`config.mk`:
```
export PLATFORM = sky130hd
export DESIGN_NAME = hpdcache_sram_sweeper
export DESIGN_NICKNAME = d
export VERILOG_FILES = /design/src/rtl/hpdcache_sram_sweeper.sv
export SDC_FILE = /design/constraint.sdc
export NUM_CORES = 1
export LEC_CHECK = 0
export ABC_AREA = 1
export BUFFER_PORTS_ARGS = -buffer_cell sky130_fd_sc_hd__buf_2
export CAP_MARGIN = 20
export CORE_AREA = 3 3 40 42
export DETAILED_ROUTE_END_ITERATION = 10
export DIE_AREA = 0 0 43 45
export SETUP_SLACK_MARGIN = 0.15
export SLEW_MARGIN = 40
export SYNTH_ARGS = -nofsm -noshare
export SYNTH_HDL_FRONTEND = slang
export SYNTH_SLANG_ARGS = --single-unit
```
`constraint.sdc`:
```
create_clock -name clk -period 2.4 [get_ports clk]
set_clock_uncertainty 0.1 [all_clocks]
set_input_delay 0.6 -clock clk [delete_from_list [all_inputs] [get_ports clk]]
set_output_delay 0.6 -clock clk [all_outputs]
set_load 0.05 [all_outputs]
```
`src/rtl/hpdcache_sram_sweeper.sv`:
```
// hpdcache_sram_sweeper: drives an HPDcache single-port SRAM with an INIT_VALUE write sweep
// after reset or on request, then passes functional requests straight through to the macro.
// Optional read-back verify pass enabled by defining HPDCACHE_SRAM_SWEEP_VERIFY_EN.
module hpdcache_sram_sweeper #(
  parameter int ADDR_SIZE = 0,
  parameter int DATA_SIZE = 0,
  parameter int DEPTH = 2 ** ADDR_SIZE,
  parameter logic [((DATA_SIZE < 1) ? 1 : DATA_SIZE)-1:0] INIT_VALUE = '0,
  parameter bit INIT_ON_RESET = 1'b1,
  // Sizes of 0 are placeholders; clamp so an unconfigured elaboration stays well-formed
  localparam int Aw = (ADDR_SIZE < 1) ? 1 : ADDR_SIZE,
  localparam int Dw = (DATA_SIZE < 1) ? 1 : DATA_SIZE
) (
  input  logic          clk,
  input  logic          rst_n,
  input  logic          init_req,
  output logic          init_busy,
  output logic          init_done,
  input  logic          req_valid,
  output logic          req_ready,
  input  logic          req_we,
  input  logic [Aw-1:0] req_addr,
  input  logic [Dw-1:0] req_wdata,
  output logic          rsp_valid,
  output logic [Dw-1:0] rsp_rdata,
  output logic          sram_cs,
  output logic          sram_we,
  output logic [Aw-1:0] sram_addr,
  output logic [Dw-1:0] sram_wdata,
  input  logic [Dw-1:0] sram_rdata,
  output logic          err,
  output logic [Aw-1:0] err_addr
);

  localparam logic [Aw-1:0] LastAddr = Aw'(DEPTH - 1);

  typedef enum logic [2:0] {StStart, StWr, StRd, StChk, StReady} state_e;

  state_e        state_q, state_d;
  logic [Aw-1:0] cnt_q, cnt_d;
  logic          rsp_valid_q, rsp_valid_d;
  logic          cnt_last;
  logic          accept;

  // Wrap by compare so non-power-of-two depths work
  assign cnt_last = (cnt_q == LastAddr);
  assign accept   = (state_q == StReady) && req_valid && !init_req;

`ifdef HPDCACHE_SRAM_SWEEP_VERIFY_EN
  logic          chk_vld_q, chk_vld_d;
  logic [Aw-1:0] chk_addr_q, chk_addr_d;
  logic          err_q, err_d;
  logic [Aw-1:0] err_addr_q, err_addr_d;

  // Verify-pass state: address of the read in flight and the sticky first-mismatch record
  always_ff @(posedge clk or negedge rst_n) begin
    if (!rst_n) begin
      chk_vld_q  <= 1'b0;
      chk_addr_q <= '0;
      err_q      <= 1'b0;
      err_addr_q <= '0;
    end else begin
      chk_vld_q  <= chk_vld_d;
      chk_addr_q <= chk_addr_d;
      err_q      <= err_d;
      err_addr_q <= err_addr_d;
    end
  end

  // Compare the read issued last cycle; only the first mismatch is recorded
  always_comb begin
    chk_vld_d  = (state_q == StRd);
    chk_addr_d = cnt_q;
    err_d      = err_q;
    err_addr_d = err_addr_q;
    if ((state_q == StReady) && init_req) begin
      err_d      = 1'b0;
      err_addr_d = '0;
    end else if (chk_vld_q && !err_q && (sram_rdata != INIT_VALUE)) begin
      err_d      = 1'b1;
      err_addr_d = chk_addr_q;
    end
  end

  assign err      = err_q;
  assign err_addr = err_addr_q;
`else
  assign err      = 1'b0;
  assign err_addr = '0;
`endif

  // State register, sweep counter and read-response flag
  always_ff @(posedge clk or negedge rst_n) begin
    if (!rst_n) begin
      state_q     <= INIT_ON_RESET ? StStart : StReady;
      cnt_q       <= '0;
      rsp_valid_q <= 1'b0;
    end else begin
      state_q     <= state_d;
      cnt_q       <= cnt_d;
      rsp_valid_q <= rsp_valid_d;
    end
  end

  // Next-state and counter update
  always_comb begin
    state_d     = state_q;
    cnt_d       = cnt_q;
    rsp_valid_d = accept && !req_we;
    case (state_q)
      StStart: state_d = StWr;
      StWr: begin
        if (cnt_last) begin
          cnt_d = '0;
`ifdef HPDCACHE_SRAM_SWEEP_VERIFY_EN
          state_d = StRd;
`else
          state_d = StReady;
`endif
        end else begin
          cnt_d = cnt_q + Aw'(1);
        end
      end
`ifdef HPDCACHE_SRAM_SWEEP_VERIFY_EN
      StRd: begin
        if (cnt_last) begin
          cnt_d   = '0;
          state_d = StChk;
        end else begin
          cnt_d = cnt_q + Aw'(1);
        end
      end
      StChk: state_d = StReady;
`endif
      StReady: if (init_req) state_d = StStart;
      default: state_d = StReady;
    endcase
  end

  // SRAM port and handshake outputs
  always_comb begin
    sram_cs    = 1'b0;
    sram_we    = 1'b0;
    sram_addr  = '0;
    sram_wdata = '0;
    req_ready  = 1'b0;
    case (state_q)
      StWr: begin
        sram_cs    = 1'b1;
        sram_we    = 1'b1;
        sram_addr  = cnt_q;
        sram_wdata = INIT_VALUE;
      end
`ifdef HPDCACHE_SRAM_SWEEP_VERIFY_EN
      StRd: begin
        sram_cs   = 1'b1;
        sram_addr = cnt_q;
      end
`endif
      StReady: begin
        req_ready = !init_req;
        if (accept) begin
          sram_cs    = 1'b1;
          sram_we    = req_we;
          sram_addr  = req_addr;
          sram_wdata = req_wdata;
        end
      end
      default: ;
    endcase
  end

  assign init_busy = (state_q != StReady);
  assign init_done = (state_q == StReady);
  assign rsp_valid = rsp_valid_q;
  assign rsp_rdata = sram_rdata;

endmodule

```
==> results of run 1 <==
[final timing paths]
check | cells past startpoint | from | slack (ns) | endpoint
hold / removal | 1 | rst_n | 0.05 | state_q[0]
hold reg to reg | 2 | state_q[0] | 0.50 | state_q[0]
setup / recovery | 7 | state_q[0] | 0.22 | sram_wdata
setup reg to reg | 6 | state_q[0] | 1.18 | rsp_valid
min in group clk | 2 | req_we | 0.45 | rsp_valid
max in group asynchronous | 1 | rst_n | 2.05 | state_q[2]
[cell usage after synthesis, drive strengths merged]
cell type / number
a21oi: 2
nand2: 2
conb: 1
nor2: 4
o21ai: 1
buf: 3
inv: 9
ha: 4
dfrtp: 3
nand4: 1
o22ai: 1
[state kept, by name, summed over array words and instances, names as in the netlist]
name,flops
rsp_valid,1
state_q,2
[kinds of logic after synthesis]
group / Yosys count / share of synthesized area
compound gates: 4 / 0.09851
other cells: 1 / 0.01476
simple gates: 7 / 0.1724
buf+inv: 12 / 0.2217
fa+ha+maj: 4 / 0.1971
flops: 3 / 0.2956
[power by group through the flow]
stage	clock, mW	sequential (mW)	combinational [mW]
global placement	0	0.0868	0.419
detailed placement	0	0.0871	0.422
global route	0.0966	0.0899	0.480
CTS	0.0906	0.0865	0.430
floorplan	0	0.0886	0.359
finish	0.0913	0.0870	0.451
[critical path: stages, from the launching register on]
cell	delay, ns
sky130_fd_sc_hd__dfrtp_1	0.39
sky130_fd_sc_hd__inv_2	0.11
sky130_fd_sc_hd__ha_4	0.19
sky130_fd_sc_hd__inv_8	0.03
sky130_fd_sc_hd__nor2_4	0.12
sky130_fd_sc_hd__nand2_4	0.10
sky130_fd_sc_hd__nor2_4	0.08
sky130_fd_sc_hd__clkbuf_4	0.23
[final cells by class]
cell class,instances,area [um^2]
inverter,9,41.29
multi-input combinational,17,165.2
clock buffer,4,26.28
tap,15,18.77
fill,135,867.1
sequential,3,75.07
timing repair buffer,15,91.34
[repair_timing]
item / CTS / global route
setup endpoints to repair: 1 / 4
buffers inserted: 0 / 1
pin swaps: 0 / 3
gates cloned: 0 / 0
gates resized for setup: 1 / 4
[metrics by stage]
step	power [mW]	util	setup WS (ns)
global placement	0.5056	0.2882	0.3583
detailed placement	0.5089	0.2882	0.3445
CTS	0.6070	0.3106	0.1518
floorplan	0.4476	-	0.02021
global route	0.6668	0.3252	0.1501
finish	0.6290	0.3252	0.2173
[layer usage]
layer | up-vias | wire [um]
li1 | 120 | -
met1 | 106 | 209
met2 | 6 | 415
met3 | 0 | 33
met4 | 0 | 0
met5 | - | 0
==> results.cfg, run 1 <==
[status]
result_of_the_run = complete, no violations

[pwr]
vdd_ir_drop_max_mv = 0.4816
power_per_cell_area_nw_per_um2 = 1505
cellInternalPower_mw = 0.2684
switching_share = 0.5733
p_comb_frac = 0.717
switchingPower_mw = 0.3606
p_leak_nw = 0.2234
seq_power_share = 0.138
clockPowerShare = 0.145

[route]
dr.first_iter.drc_count = 7
drcViolationCount = 0
totalWireLength_um = 658
wl_per_cell_um = 10.44
vias_per_cell = 3.683
route.vias.total = 232
detail_route.first_pass.iterations = 5
drtAntennaViolNets = 0

[floorplanning]
die-height_um = 45
ios = 19
core_area_um2 = 1285
floorplan.die.width_um = 43
start_util = 0.1977
rows = 13
die-area_um2 = 1935

[cts]
insertion_delay_ns = 0.23
ctsRootBufferMaster = sky130_fd_sc_hd__clkbuf_4
ctsLongestPathBuffers = 2
cts-hold-fix-buffers = 0
cts.clk_slew.worst_paths_ns = 0.04
cts_sinks = 3
clock_buffer_count_from_cts = 3
cts_htree_levels = 1
cts_tree = yes

[cells_and_area]
layout_common_cells = 10 x sky130_fd_sc_hd__buf_2, 6 x sky130_fd_sc_hd__inv_1, 6 x sky130_fd_sc_hd__clkbuf_4
mostFrequentLayoutCell = sky130_fd_sc_hd__buf_2
stdcell_count = 63
nNetsFinal = 61
drive_above_1_share = 0.5833
insertedDiodeCount = 0
synthToLayoutAreaGrowth_pct = 64.53
layout.cell_area.non_filler_um2 = 417.9

[critical_path]
critical_path.endpoint_type = output pin
timing.setup.critical_path_class = reg2out
cp.arrival_ns = 1.48
cp.required_ns = 1.70
startpoint_type = flip-flop
worstPathMaxFanout = 4

[timing]
period_minus_slack_ns = 2.183
count_of_endpoints_failing_hold_in_the_final_timing_report = 0
fin_hold_ws_ns = 0.05025
max_freq_mhz = 458.1
rsz_0062_raised_after_global_routing = true
setup_viol_count_final = 0
timing.final.crit_share = 0.9095
timing.setup.tns_ns = 0
timing_max_transition_violations_final = 0

[synthesis]
syn-mean-instance-area_um2 = 8.193
ys_ff_latch = 3
synthesis.instances = 31
yosysTopAreaCell = sky130_fd_sc_hd__dfrtp_1
synth.yosys.seq_area_share = 0.2956
syn_area_um2 = 254.0
synth_largest_type_area_fraction = 0.2956
synth.distinct_cells = 15
yosys_warnings = 0
netlist_top_cells_area = sky130_fd_sc_hd__dfrtp_1 30%, sky130_fd_sc_hd__ha_1 20%, sky130_fd_sc_hd__inv_1 10%, sky130_fd_sc_hd__buf_4 8.9%, sky130_fd_sc_hd__nand2_4 4.4%

[global_routing]
globalRoute.busiestLayer = met2
track_usage = 0.07012
globalRoute.totalOverflow = 0
antenna_found_initial = 0
grt_use_met2 = 0.1257
met3_grt_util = 0.01594
grt_use_met1 = 0.06311
grt_max_degree = 5
grt_pass1_wl_um = 945
vias_in_the_first_global_route = 242

[placed_design]
io_buffer_count = 14
placer_s_final_routability_congestion_estimate = 0.6972
dp.cells = 58
place.detailed.hpwl_um = 462.6
dpl_cell_area_um2 = 370.4

[min_path]
hp-class = in2async

[flow_run]
cap_violations = 0
(Power assumes the default switching activity.)
==> run 2, diff against run 1 <==
HOLD_SLACK_MARGIN = 0.12   (was default)
==> run 2 against run 1 <==
  * Design area is 2.4% higher
  * Flip-flop and latch count stayed put
  * Sequential power hardly changed
  * Combinational power hardly changed
  * Die area stayed put
  * Register-to-register slack hardly changed
  * Routed wire length is 0.46% higher
  * Utilization is 0.78 points higher
  * Cell count is 1.6% higher
  * Worst hold slack better by 0.40 ns
  * Largest cell class unchanged
==> results.cfg, run 2 (same netlist as run 1, synthesis figures left out) <==
[global_routing]
grt_pass1_wl_um = 945
antenna_found_initial = 0
track_usage = 0.07012
globalRoute.totalOverflow = 0
vias_in_the_first_global_route = 242
grt_max_degree = 5

[timing]
max_freq_mhz = 458.1
timing.final.crit_share = 0.9095
timing.setup.tns_ns = 0
rsz_0062_raised_after_global_routing = true
timing_max_transition_violations_final = 0
count_of_endpoints_failing_hold_in_the_final_timing_report = 0
period_minus_slack_ns = 2.183
setup_viol_count_final = 0
final.setup.worst_slack_ns = 0.2173

[floorplanning]
start_util = 0.1977
ios = 19
floorplan.die.width_um = 43
die-area_um2 = 1935
die-height_um = 45
core_area_um2 = 1285
rows = 13

[cts]
insertion_delay_ns = 0.23
cts_tree = yes
clock_buffer_count_from_cts = 3
cts.clk_slew.worst_paths_ns = 0.04
ctsRootBufferMaster = sky130_fd_sc_hd__clkbuf_4
ctsLongestPathBuffers = 2
cts_htree_levels = 1
cts_sinks = 3

[pwr]
p_comb_frac = 0.717
switching_share = 0.5725
switchingPower_mw = 0.3608
p_leak_nw = 0.2276
clockPowerShare = 0.145
cellInternalPower_mw = 0.2695
seq_power_share = 0.138
power_per_cell_area_nw_per_um2 = 1473
vdd_ir_drop_max_mv = 0.4817

[route]
detail_route.first_pass.iterations = 5
route.vias.total = 234
dr.first_iter.drc_count = 7
drtAntennaViolNets = 0
totalWireLength_um = 661
wl_per_cell_um = 10.33
drcViolationCount = 0
vias_per_cell = 3.656

[cells_and_area]
layout.cell_area.non_filler_um2 = 427.9
nNetsFinal = 62
drive_above_1_share = 0.5714
synthToLayoutAreaGrowth_pct = 68.47
largest_register_ff_count = 2
regMostFlops = state_q
layout_common_cells = 10 x sky130_fd_sc_hd__buf_2, 6 x sky130_fd_sc_hd__inv_1, 6 x sky130_fd_sc_hd__clkbuf_4
nFillCells = 134
insertedDiodeCount = 0
mostFrequentLayoutCell = sky130_fd_sc_hd__buf_2

[critical_path]
worst_path_max_delay_cell = sky130_fd_sc_hd__dfrtp_1
timing.setup.critical_path_class = reg2out
cp.required_ns = 1.70
cp_num_buf_inv = 3
startpoint_type = flip-flop
regToRegStartpoint = state_q[0]
cp.arrival_ns = 1.48
cell_chain_of_the_critical_path = inv_2 > ha_4 > inv_8 > nor2_4 > nand2_4 > nor2_4 > clkbuf_4
worst_path_dominant_cell_family = flip-flops
path_common_cell = sky130_fd_sc_hd__nor2_4
worstPathMaxFanout = 4
critical_path.max_stage_delay_ns = 0.39
critical_path.endpoint_type = output pin
worst_setup_path_startpoint = state_q[0]

[placed_design]
io_buffer_count = 14
detailedPlace.worstSlack_ns = 0.3445
place.detailed.hpwl_um = 462.6
placer_s_final_routability_congestion_estimate = 0.6972
dpl_cell_area_um2 = 370.4

[status]
result_of_the_run = complete, no violations

[min_path]
startpoint_of_the_lowest_slack_hold_path = req_we
hp-class = in2reg

[flow_run]
cap_violations = 0
[run 2: cell types whose count changed in the layout (fill, tap and decap cells not counted), sizes merged]
cell         change
dlygate4sd3      +1
[run 2: final timing paths]
check	endpoint	slack (ns)	cells past startpoint
max	sram_wdata	0.22	7
min	rsp_valid	0.45	2
max reg2reg	rsp_valid	1.18	6
min reg2reg	state_q[0]	0.50	2
max in group asynchronous	state_q[2]	1.51	2
min in group asynchronous	state_q[0]	0.59	2
[run 2: stage by stage]
step                      power [mW]  std cells    util  hold WS [ns]
after floorplan               0.4476         32       -        0.2044
after global placement        0.5056         58  0.2882        0.2973
after detailed placement      0.5089         58  0.2882        0.2979
after CTS                     0.6083         63  0.3184        0.4560
after global routing          0.6681         64  0.3330        0.4577
final                         0.6303         64  0.3330        0.4524
[run 2: worst register-to-register path: stages, from the launching register on]
cell and delay, ns:
sky130_fd_sc_hd__dfrtp_1 0.39, sky130_fd_sc_hd__inv_2 0.11, sky130_fd_sc_hd__ha_4 0.19, sky130_fd_sc_hd__inv_8 0.04
sky130_fd_sc_hd__nor2_4 0.12, sky130_fd_sc_hd__nand2_4 0.10, sky130_fd_sc_hd__nor2_1 0.11
[run 2: cell type report]
| cell class | instances | area, um^2 | share of cell area |
|---|---|---|---|
| multi-input combinational | 17 | 165.2 | 0.3860 |
| timing repair buffer | 16 | 101.3 | 0.2368 |
| sequential | 3 | 75.07 | 0.1754 |
| inverter | 9 | 41.29 | 0.09649 |
| clock buffer | 4 | 26.28 | 0.06140 |
| tap | 15 | 18.77 | 0.04386 |
[run 2: per-layer routing]
metal | part of all wire | global-route usage | wire, um
met5 | 0 | 0 | 0
met4 | 0 | 0.07229 | 0
met3 | 0.042 | 0.01195 | 28
met2 | 0.63 | 0.1257 | 415
met1 | 0.33 | 0.06553 | 217
[run 2: power by group through the flow]
stage	Combinational [mW]	Clock (mW)	Sequential [mW]
final	0.452	0.0913	0.0870
after global routing	0.482	0.0966	0.0899
after CTS	0.431	0.0906	0.0865
after detailed placement	0.422	0	0.0871
after global placement	0.419	0	0.0868
after floorplan	0.359	0	0.0886
[run 2: timing repair]
item / CTS / global route
pin swaps: 0 / 3
hold buffers: 1 / 0
hold endpoints to repair: 3 / 0
cloned: 0 / 0
buffers inserted: 0 / 1
setup endpoints to repair: 1 / 4
gates resized for setup: 1 / 4
